--- src/rtl/uart_rx_cmd_if.sv ---
// Serial command link between the host UART line and the game's command input.
// master: the receiver side; slave: line driver and byte consumer.
interface uart_rx_cmd_if;
    logic       rx;
    logic [7:0] dataRX;
    logic       WR_RX;
    logic       frame_err;
    logic       rx_busy;

    modport master (
        input  rx,
        output dataRX,
        output WR_RX,
        output frame_err,
        output rx_busy
    );

    modport slave (
        output rx,
        input  dataRX,
        input  WR_RX,
        input  frame_err,
        input  rx_busy
    );
endinterface

--- src/rtl/uart_rx_cmd.sv ---
// 8N1 UART receiver for the snake game command input.
// Emits each well-framed byte with a one-cycle WR_RX strobe on clk.
module uart_rx_cmd #(
    parameter int CLK_HZ = 25000000,
    parameter int BAUD   = 115200
) (
    input logic           clk,
    input logic           rstn,
    uart_rx_cmd_if.master bus
);
    localparam int CLKS_PER_BIT = CLK_HZ / BAUD;
    localparam int HALF_BIT     = CLKS_PER_BIT / 2;
    localparam int CW           = $clog2(CLKS_PER_BIT);

    localparam logic [CW-1:0] C_HALF = CW'(HALF_BIT - 1);
    localparam logic [CW-1:0] C_BIT  = CW'(CLKS_PER_BIT - 1);

    typedef enum logic [2:0] {
        S_IDLE,
        S_START,
        S_DATA,
        S_STOP,
        S_BREAK
    } state_t;

    logic [1:0]    r_sync;
    state_t        r_state;
    logic [CW-1:0] r_cnt;
    logic [2:0]    r_bit_idx;
    logic [7:0]    r_shreg;
    logic [7:0]    r_data;
    logic          r_wr;
    logic          r_ferr;
    logic          r_busy;
    logic          w_rx_s;

    assign w_rx_s = r_sync[1];

    // Line idles high, so the synchroniser resets to 1 to avoid a false start.
    always_ff @(posedge clk or negedge rstn) begin
        if (!rstn) begin
            r_sync <= 2'b11;
        end else begin
            r_sync <= {r_sync[0], bus.rx};
        end
    end

    always_ff @(posedge clk or negedge rstn) begin
        if (!rstn) begin
            r_state   <= S_IDLE;
            r_cnt     <= '0;
            r_bit_idx <= '0;
            r_shreg   <= '0;
            r_data    <= '0;
            r_wr      <= 1'b0;
            r_ferr    <= 1'b0;
            r_busy    <= 1'b0;
        end else begin
            r_wr   <= 1'b0;
            r_ferr <= 1'b0;
            unique case (r_state)
                S_IDLE: begin
                    r_cnt <= '0;
                    if (!w_rx_s) begin
                        r_state <= S_START;
                        r_busy  <= 1'b1;
                    end
                end
                S_START: begin
                    if (r_cnt == C_HALF) begin
                        r_cnt <= '0;
                        if (!w_rx_s) begin
                            r_state   <= S_DATA;
                            r_bit_idx <= '0;
                        end else begin
                            r_state <= S_IDLE;
                            r_busy  <= 1'b0;
                        end
                    end else begin
                        r_cnt <= r_cnt + CW'(1);
                    end
                end
                S_DATA: begin
                    if (r_cnt == C_BIT) begin
                        r_cnt   <= '0;
                        r_shreg <= {w_rx_s, r_shreg[7:1]};
                        if (r_bit_idx == 3'd7) begin
                            r_state <= S_STOP;
                        end else begin
                            r_bit_idx <= r_bit_idx + 3'd1;
                        end
                    end else begin
                        r_cnt <= r_cnt + CW'(1);
                    end
                end
                S_STOP: begin
                    if (r_cnt == C_BIT) begin
                        r_cnt <= '0;
                        if (w_rx_s) begin
                            r_data  <= r_shreg;
                            r_wr    <= 1'b1;
                            r_state <= S_IDLE;
                            r_busy  <= 1'b0;
                        end else begin
                            r_ferr  <= 1'b1;
                            r_state <= S_BREAK;
                        end
                    end else begin
                        r_cnt <= r_cnt + CW'(1);
                    end
                end
                S_BREAK: begin
                    // A held-low line must not turn into a stream of 0x00 bytes.
                    r_cnt <= '0;
                    if (w_rx_s) begin
                        r_state <= S_IDLE;
                        r_busy  <= 1'b0;
                    end
                end
                default: begin
                    r_state <= S_IDLE;
                    r_cnt   <= '0;
                    r_busy  <= 1'b0;
                end
            endcase
        end
    end

    assign bus.dataRX    = r_data;
    assign bus.WR_RX     = r_wr;
    assign bus.frame_err = r_ferr;
    assign bus.rx_busy   = r_busy;
endmodule

--- src/flat_wrapper.sv ---
// flat-port wrapper written by rule: the top's interface ports become plain ports
module uart_rx_cmd_flat 
#(
    parameter int CLK_HZ = 25000000,
    parameter int BAUD   = 115200
)
  (clk, rstn, bus_rx, bus_dataRX, bus_WR_RX, bus_frame_err, bus_rx_busy);
  uart_rx_cmd_if bus_i ();
  input logic clk;
  input logic rstn;
  input wire logic [$bits(bus_i.rx)-1:0] bus_rx;
  output wire logic [$bits(bus_i.dataRX)-1:0] bus_dataRX;
  output wire logic [$bits(bus_i.WR_RX)-1:0] bus_WR_RX;
  output wire logic [$bits(bus_i.frame_err)-1:0] bus_frame_err;
  output wire logic [$bits(bus_i.rx_busy)-1:0] bus_rx_busy;
  assign bus_i.rx = bus_rx;
  assign bus_dataRX = bus_i.dataRX;
  assign bus_WR_RX = bus_i.WR_RX;
  assign bus_frame_err = bus_i.frame_err;
  assign bus_rx_busy = bus_i.rx_busy;
  uart_rx_cmd #(.CLK_HZ(CLK_HZ), .BAUD(BAUD)) u_core (.clk(clk), .rstn(rstn), .bus(bus_i));
endmodule
--- config.mk ---
export PLATFORM = sky130hd
export DESIGN_NAME = uart_rx_cmd_flat
export DESIGN_NICKNAME = d
export VERILOG_FILES = /design/src/rtl/uart_rx_cmd_if.sv /design/src/rtl/uart_rx_cmd.sv /design/src/flat_wrapper.sv
export SDC_FILE = /design/constraint.sdc
export NUM_CORES = 1
export LEC_CHECK = 0
export CAP_MARGIN = 20
export CELL_PAD_IN_SITES_DETAIL_PLACEMENT = 0
export CELL_PAD_IN_SITES_GLOBAL_PLACEMENT = 1
export CORE_MARGIN = 2
export CORE_UTILIZATION = 41
export CTS_BUF_LIST = sky130_fd_sc_hd__clkbuf_16
export CTS_CLUSTER_SIZE = 25
export DETAILED_ROUTE_END_ITERATION = 12
export GPL_ROUTABILITY_DRIVEN = 0
export HOLD_SLACK_MARGIN = 0.06
export PLACE_DENSITY_LB_ADDON = 0.1
export SETUP_SLACK_MARGIN = 0.2
export SYNTH_ARGS = -nofsm -noshare
export SYNTH_HDL_FRONTEND = slang
export SYNTH_SLANG_ARGS = --single-unit
--- constraint.sdc ---
create_clock -name clk -period 3 [get_ports clk]
set_input_delay 0.6 -clock clk [delete_from_list [all_inputs] [get_ports clk]]
set_output_delay 0.6 -clock clk [all_outputs]
set_load 0.1 [all_outputs]
Yosys cells after proc, flatten, opt, wreduce, memory -nomap -nowiden
Cells that the tools add are included.
W data, S select, Z words.
- register bits after elaboration: 35
- input port bits: 3
- output and inout bits: 11
- logic and storage cells: 63
- $add $sub $neg: 2
- equality and inequality tests: 15
- muxes and demuxes: 28
- bitwise gates (word level): 1
- reductions and logical operators: 8
- operators by type and width (cell ; number):
    $mux W3 ; 11
    $mux W8 ; 2
    $pmux W8 S2 ; 1
    $pmux W3 S5 ; 1
    $mux W1 ; 10
    $ne A2 B1 Y1 const B ; 5
    $add A8 B1 Y8 const B ; 1
    $eq A8 B7 Y1 const B ; 1
    $eq A8 B8 Y1 const B ; 1
    $eq A3 B2 Y1 const B ; 2
    $eq A3 B3 Y1 const B ; 2
    $ne A2 B2 Y1 const B ; 3
    $pmux W3 S2 ; 1
    $reduce_and A6 Y1 ; 1
    $pmux W1 S5 ; 1
    $reduce_and A5 Y1 ; 1
    $reduce_and A4 Y1 ; 1
    $add A3 B1 Y3 const B ; 1
    $eq A3 B1 Y1 const B ; 1
    $logic_not A3 Y1 ; 1
    $reduce_and A3 Y1 ; 1
    $mux W2 ; 1
    $reduce_and A2 Y1 ; 1
    $reduce_bool A2 Y1 ; 1
    2 further kinds ; 2

Logic depth before layout (Yosys ltp)
Gate-level depths: netlist of run 1.
- word-level depth: 4
- depth in mapped cells: 7
- gate-level depth less buffers: 6

Worst setup path after synthesis of run 1
Ideal clock, no wire load.
- path type: reg-to-reg
- start point: reg u_core.r_state[0]
- end point: reg u_core.r_bit_idx[0]
- arrival: 1.699 ns
- required time: 2.872 ns
- setup slack: 1.174 ns
- cell stages (with the launch flop): 6
- buffers on the path: 1
- path through: dfrtp_1 buf_6 or3b_4 or3_1 a21oi_2 mux2_1
- word-level cells in the longest chain between the ends: 3
- elaborated cells on any way between the ends: 9
- ends and longest elaborated chain (what ; line ; source):
    start: declaration ; uart_rx_cmd.sv:27 ; state_t r_state;
    start signal: assignment ; uart_rx_cmd.sv:50 ; r_state <= S_IDLE;
    start signal: assignment ; uart_rx_cmd.sv:65 ; r_state <= S_START;
    start signal: assignment ; uart_rx_cmd.sv:73 ; r_state <= S_DATA;
    $eq A3 B2 Y1 / $eq A3 B1 Y1 (equally long branches) ; uart_rx_cmd.sv:61 ; unique case (r_state)
    $ne A2 B1 Y1 (no line) (tied with other cells) ; -- ;
    $reduce_and A5 Y1 (no line) ; -- ;
    end signal: assignment ; uart_rx_cmd.sv:90 ; r_bit_idx <= r_bit_idx + 3'd1;
    end: declaration ; uart_rx_cmd.sv:29 ; logic [2:0] r_bit_idx;
Parallel ways exist; a longest one is shown, timed or not.
A chain may end at the register's enable or synchronous reset.

Final worst setup path of run 1
- start point: reg u_core.r_state[2]
- end point: reg u_core.r_bit_idx[1]
The elaborated chain is that of the path after synthesis.

==> results.json, run 1 <==
{
  "status": "finished clean",
  "core.rowCount": 22,
  "fmax_mhz": 488,
  "hold_viol_final": 0,
  "clkSlewWorstSetupHoldPaths_ps": 50,
  "syn-num-nets": 134,
  "seq_area_frac_synth": 0.561,
  "grt_util_all_layers": 0.151,
  "crit_buf_inv": 0,
  "required_ps": 3150,
  "grt_max_degree": 36,
  "maxCapViolations": 0,
  "ys_warn_count": 0,
  "final_cell_mix": "33 x dfrtp_1, 17 x mux2_2, 12 x buf_4, 9 x nor2_1, 8 x nor3_1",
  "wire_per_inst_microns": 14.0,
  "clk_latency_ps": 270,
  "die_area_sq_um": 4330,
  "fill_cells": 311,
  "yosys-top-cells-area": "dfrtp_1 53%, mux2_2 12%, dfstp_2 3.4%",
  "antenna_found_initial": 0,
  "final_common_cell": "dfrtp_1",
  "start_util": 0.428,
  "final_util": 0.517,
  "synth_edf_count": 0,
  "yosysUniqueCellTypes": 33,
  "ctsResizeCount": 0,
  "end_kind": "flop",
  "cp_max_fo": 17,
  "critPathTopFamily": "simple AND/OR/NAND/NOR gates",
  "grt.overflow.total": 0,
  "finalSetupTns_ps": 0,
  "synth_mux_area_frac": 0.144,
  "synth_adder_area_share": 0.0320,
  "drcViolationCount": 0,
  "synth-simple-area-share": 0.154,
  "ant_nets": 0,
  "relSlewSlack": 0.527,
  "antennaDiodeCount": 0,
  "drtIter0Drc": 45,
  "cts_buffers": 5,
  "first_pass_iters": 5,
  "period_share": 0.683,
  "die_h_microns": 65.8,
  "dp_cells": 184,
  "grt_pass1_wl_microns": 4890,
  "critPathLaunchType": "flop",
  "clock-skew-final_ps": 5.50,
  "syn_inst": 127,
  "drv_slew": 0,
  "ys_seq_elements": 35,
  "area_delta_synth_final_pct": 21.0,
  "cp.depth": 4,
  "arrival_ps": 2200,
  "routed_via_density": 5.20,
  "wirelength_microns": 2680,
  "pre_cts_ws_ps": 965,
  "synth_xor_area_frac": 0.0336,
  "reg2reg_depth": 4,
  "pin_count": 14,
  "hold-worst-slack_ps": 358,
  "syn_area_sq_um": 1570,
  "hold_path_depth": 0,
  "num_vias": 998,
  "htreeDepth": 2,
  "synth_compound_area_frac": 0.0464,
  "clk_root_buffer_cell": "clkbuf_16",
  "max_stage_delay_ps": 570,
  "setup_slack_ps": 951,
  "yosys.area.top_type_share": 0.528,
  "worst-setup-path-type": "flop to flop",
  "slowest_stage": "dfrtp_1",
  "finalSetupViolCount": 0,
  "powerDensity_nw_per_um2": 602,
  "clock-sinks": 35,
  "hold_buffers": 0,
  "drive_above_1_share": 0.292,
  "synth_area_per_cell_sq_um": 12.3,
  "stdcell_count": 192,
  "cts_tree": "done",
  "place.port_buffers": 13,
  "final_nets": 150,
  "fp.coreArea_sq_um": 3660,
  "synth_top_flop_cell": "dfrtp_1",
  "fin_crit_ps": 2050,
  "async_flop_share": 1.00,
  "rsz0062_at_grt": "no",
  "cts_setup_buffers": 0,
  "clock_path_buffers": 2,
  "path_cells": "or3b_4, or3_1, a21oi_2, mux2_1",
  "power_leakage_nw": 0.912,
  "hp-class": "flop to flop",
  "dieWidth_microns": 65.8,
  "synth.largest_area_cell": "dfrtp_1",
  "dpl.hpwl_microns": 1850,
  "max-vdd-ir-drop_mv": 0.341,
  "synth_top_family_by_area": "simple AND/OR/NAND/NOR gates",
  "worstMarginPinSlew_ps": 710,
  "grt_pass1_vias": 999
}
-- cell families (layout without fill, tap and decap cells) --
| family | after synthesis | in the layout |
|---|---|---|
| XOR/XNOR | 6 | 6 |
| buffers and inverters | 9 | 26 |
| AO/OA/AOI/OAI | 10 | 10 |
| multiplexers | 20 | 20 |
| adder cells (fa/ha/maj) | 4 | 4 |
| AND/OR/NAND/NOR | 43 | 43 |
| flip-flops | 35 | 35 |
-- synthesized netlist by cell type (2+ instances only) --
library cell,n
nand3_1,6
xor2_1,5
buf_2,3
inv_1,4
o21ai_0,3
mux2_1,3
dfstp_2,2
nor3_1,8
ha_1,4
mux2_2,17
nor2_1,9
nand2_1,4
a22oi_1,2
dfrtp_1,33
and3_1,5
a311oi_1,2
-- worst paths after layout --
check                                              startpoint                         endpoint  slack (ps)
worst max-delay path            u_core.r_state[2]$_DFFE_PN0P_  u_core.r_bit_idx[1]$_DFFE_PN0P_         950
worst min-delay path               u_core.r_sync[0]$_DFF_PN1_       u_core.r_sync[1]$_DFF_PN1_         360
worst max register to register  u_core.r_state[2]$_DFFE_PN0P_  u_core.r_bit_idx[1]$_DFFE_PN0P_         950
worst min register to register     u_core.r_sync[0]$_DFF_PN1_       u_core.r_sync[1]$_DFF_PN1_         360
max in group asynchronous                                rstn       u_core.r_sync[1]$_DFF_PN1_        1920
min in group asynchronous                                rstn  u_core.r_bit_idx[2]$_DFFE_PN0P_         730
-- layout make-up --
class                      count  area (sq um)  share of cell area
tap                           48          60.1              0.0317
sequential                    35           878               0.464
multi-input combinational     83           642               0.339
timing repair buffer          14           110              0.0581
clock buffer                   5           125              0.0661
clock inverter                 3          63.8              0.0337
inverter                       4          15.0             0.00793
-- flip-flops by register name, indices dropped and copies added (netlist names) --
name and count:
u_core.r_state 3, u_core.r_cnt 8, u_core.bus.frame_err 1, u_core.bus.rx_busy 1, u_core.r_sync 2, u_core.bus.WR_RX 1
u_core.bus.dataRX 8, u_core.r_bit_idx 3, u_core.r_shreg 8
-- routing by layer --
layer | track usage | wire [microns] | vias to the layer above
li1 | - | - | 484
met1 | 0.201 | 1250 | 490
met2 | 0.230 | 1270 | 19
met3 | 0.0409 | 117 | 5
met4 | 0.0703 | 41 | 0
met5 | 0 | 0 | -
-- where the power goes --
group / total (mW) / switching (mW) / internal, mW / leakage [nW]
logic: 0.0146 / 0.0104 / 0.00422 / 0.355
clock network: 0.649 / 0.177 / 0.472 / 0.0952
registers: 0.477 / 0.00162 / 0.475 / 0.462
total: 1.14 / 0.189 / 0.952 / 0.912
-- per-stage QoR --
step           instance area [sq um]  power, mW
6_report                        1890       1.14
5_1_grt                         1890       1.18
4_1_cts                         1890       1.16
3_5_place_dp                    1710      0.500
3_3_place_gp                    1710      0.500
2_1_floorplan                   1570      0.486
No activity file was read; power rests on OpenSTA's default activity.
==> run 2, diff against run 1 <==
==> constraint.sdc (replaced) <==
create_clock -name clk -period 1.9 [get_ports clk]
set_input_delay 0.38 -clock clk [delete_from_list [all_inputs] [get_ports clk]]
set_output_delay 0.38 -clock clk [all_outputs]
set_load 0.1 [all_outputs]
==> run 2 against run 1 <==
Net effect: via count grew 7.6%; die area did not move; setup slack worse by 860 ps; register-to-register slack worse by 860 ps; worst hold slack got worse by 4.3 ps; non-clock buffer count rose by 15; fmax up 14%; core utilization rose by 5.3 points; total power rose by 59%; routed wire length rose by 12%; largest power group unchanged; highest routed layer unchanged.
==> results.json, run 2 (synthesis gave the netlist of run 1 again) <==
{
  "pin_count": 14,
  "dieWidth_microns": 65.8,
  "cp_max_fo": 3,
  "swShare": 0.171,
  "combPwrFrac": 0.013,
  "wire_per_inst_microns": 14.5,
  "critPathLaunchType": "flop",
  "routed_via_density": 5.19,
  "clk_latency_ps": 280,
  "clock_path_buffers": 2,
  "worstMarginPinSlew_ps": 428,
  "hold_viol_final": 0,
  "rsz0062_at_grt": "yes",
  "cts_buffers": 5,
  "finalSetupViolCount": 0,
  "area_delta_synth_final_pct": 33.4,
  "pwr-share-clk": 0.573,
  "drive_above_1_share": 0.409,
  "grt_util_all_layers": 0.165,
  "final_cell_mix": "33 x dfrtp_1, 24 x buf_4, 17 x mux2_2, 9 x nor2_1, 8 x nor3_1",
  "drtIter0Drc": 28,
  "place.port_buffers": 13,
  "grt_max_degree": 36,
  "die_h_microns": 65.8,
  "worst-setup-path-type": "flop to flop",
  "p_sw_mw": 0.311,
  "grt.overflow.total": 0,
  "maxCapViolations": 0,
  "ant_nets": 0,
  "fill_cells": 307,
  "place_area_sq_um": 1810,
  "final_common_cell": "dfrtp_1",
  "wirelength_microns": 3010,
  "regArea_sq_um": 878,
  "fmax_mhz": 554,
  "multi_input_area_sq_um": 686,
  "dpl.hpwl_microns": 1980,
  "clk_root_buffer_cell": "clkbuf_16",
  "grt_pass1_wl_microns": 5260,
  "cts_tree": "done",
  "clkSlewWorstSetupHoldPaths_ps": 60,
  "clock-sinks": 35,
  "timing.rr.end": "u_core.r_bit_idx[1]$_DFFE_PN0P_",
  "clock-skew-final_ps": 5.48,
  "htreeDepth": 2,
  "final_cell_area_sq_um": 2090,
  "drcViolationCount": 0,
  "min_from": "u_core.r_sync[0]$_DFF_PN1_",
  "antennaDiodeCount": 0,
  "p_int_mw": 1.50,
  "end_kind": "flop",
  "min_to": "u_core.r_sync[1]$_DFF_PN1_",
  "max-vdd-ir-drop_mv": 0.520,
  "reg2reg_depth": 5,
  "required_ps": 2060,
  "status": "finished clean",
  "antenna_found_initial": 0,
  "relSlewSlack": 0.715,
  "fin_crit_ps": 1800,
  "start_util": 0.428,
  "num_vias": 1074,
  "arrival_ps": 1970,
  "hp-class": "flop to flop",
  "period_share": 0.950,
  "drv_slew": 0,
  "power_frac_seq": 0.415,
  "hold_buffers": 0,
  "hold_path_depth": 0,
  "timing.rr.start": "u_core.r_bit_idx[0]$_DFFE_PN0P_",
  "r2r_slack_ps": 100,
  "power_leakage_nw": 0.999,
  "die_area_sq_um": 4330,
  "powerDensity_nw_per_um2": 869,
  "fp.coreArea_sq_um": 3660,
  "core.rowCount": 22,
  "final_nets": 165,
  "finalSetupTns_ps": 0,
  "grt_pass1_vias": 1098,
  "first_pass_iters": 4
}
-- run 2: cell count changes in the layout (fill, tap and decap cells not counted), sizes merged --
cell / delta
buf: +15
-- run 2: worst max-delay path by stage --
| stage | from | endpoint | slack, ps | cells past startpoint |
|---|---|---|---|---|
| floorplan | u_core.r_state[0]$_DFFE_PN0P_ | u_core.r_bit_idx[0]$_DFFE_PN0P_ | 70 | 5 |
| global placement | u_core.r_bit_idx[0]$_DFFE_PN0P_ | u_core.r_bit_idx[1]$_DFFE_PN0P_ | 100 | 5 |
| detailed placement | u_core.r_cnt[0]$_DFF_PN0_ | u_core.r_bit_idx[1]$_DFFE_PN0P_ | 50 | 6 |
| CTS | u_core.r_state[2]$_DFFE_PN0P_ | u_core.r_bit_idx[1]$_DFFE_PN0P_ | 90 | 4 |
| global route | u_core.r_cnt[0]$_DFF_PN0_ | u_core.r_bit_idx[1]$_DFFE_PN0P_ | 30 | 6 |
| finish | u_core.r_bit_idx[0]$_DFFE_PN0P_ | u_core.r_bit_idx[1]$_DFFE_PN0P_ | 100 | 5 |
-- run 2: final cells by class --
type | instances | share of cell area
Clock buffer | 5 | 0.0599
Inverter | 4 | 0.00719
Clock inverter | 3 | 0.0306
Tap cell | 48 | 0.0288
Multi-Input combinational cell | 83 | 0.328
Timing Repair Buffer | 29 | 0.125
Sequential cell | 35 | 0.421
-- run 2: per-stage QoR --
step                hold slack, ps  utilization  instances  worst slack [ps]  power (mW)
floorplan                     84.4            -        127              73.5       0.768
detailed placement             347        0.495        193              54.9       0.789
global route                   357        0.570        207              29.8        1.88
CTS                            355        0.569        207              85.4        1.84
global placement               347        0.495        193              99.7       0.788
finish                         354        0.570        207              95.1        1.81
-- run 2: layer usage --
metal	routed length, microns	GRT usage	up-vias
li1	-	-	513
met1	1310	0.203	543
met2	1570	0.271	13
met3	79	0.0511	5
met4	49	0.0625	0
met5	0	0	-
-- run 2: what timing repair did --
item | CTS | global route
setup endpoints to repair | 28 | 20
resized for setup | 9 | 1
setup buffers | 6 | 0
pin swaps | 4 | 1
-- run 2: power by group through the flow --
| stage | sequential (mW) | combinational, mW | clock [mW] |
|---|---|---|---|
| 2_1_floorplan | 0.765 | 0.00324 | 0 |
| 3_3_place_gp | 0.765 | 0.0235 | 0 |
| 3_5_place_dp | 0.765 | 0.0242 | 0 |
| 4_1_cts | 0.752 | 0.0245 | 1.06 |
| 5_1_grt | 0.752 | 0.0271 | 1.10 |
| 6_report | 0.752 | 0.0229 | 1.04 |
-- run 2: critical path, stage by stage, from the launching register on --
cell     delay (ps)
dfrtp_1         380
ha_1            210
ha_2            180
or3_4           400
a21oi_4         200
mux2_4          320
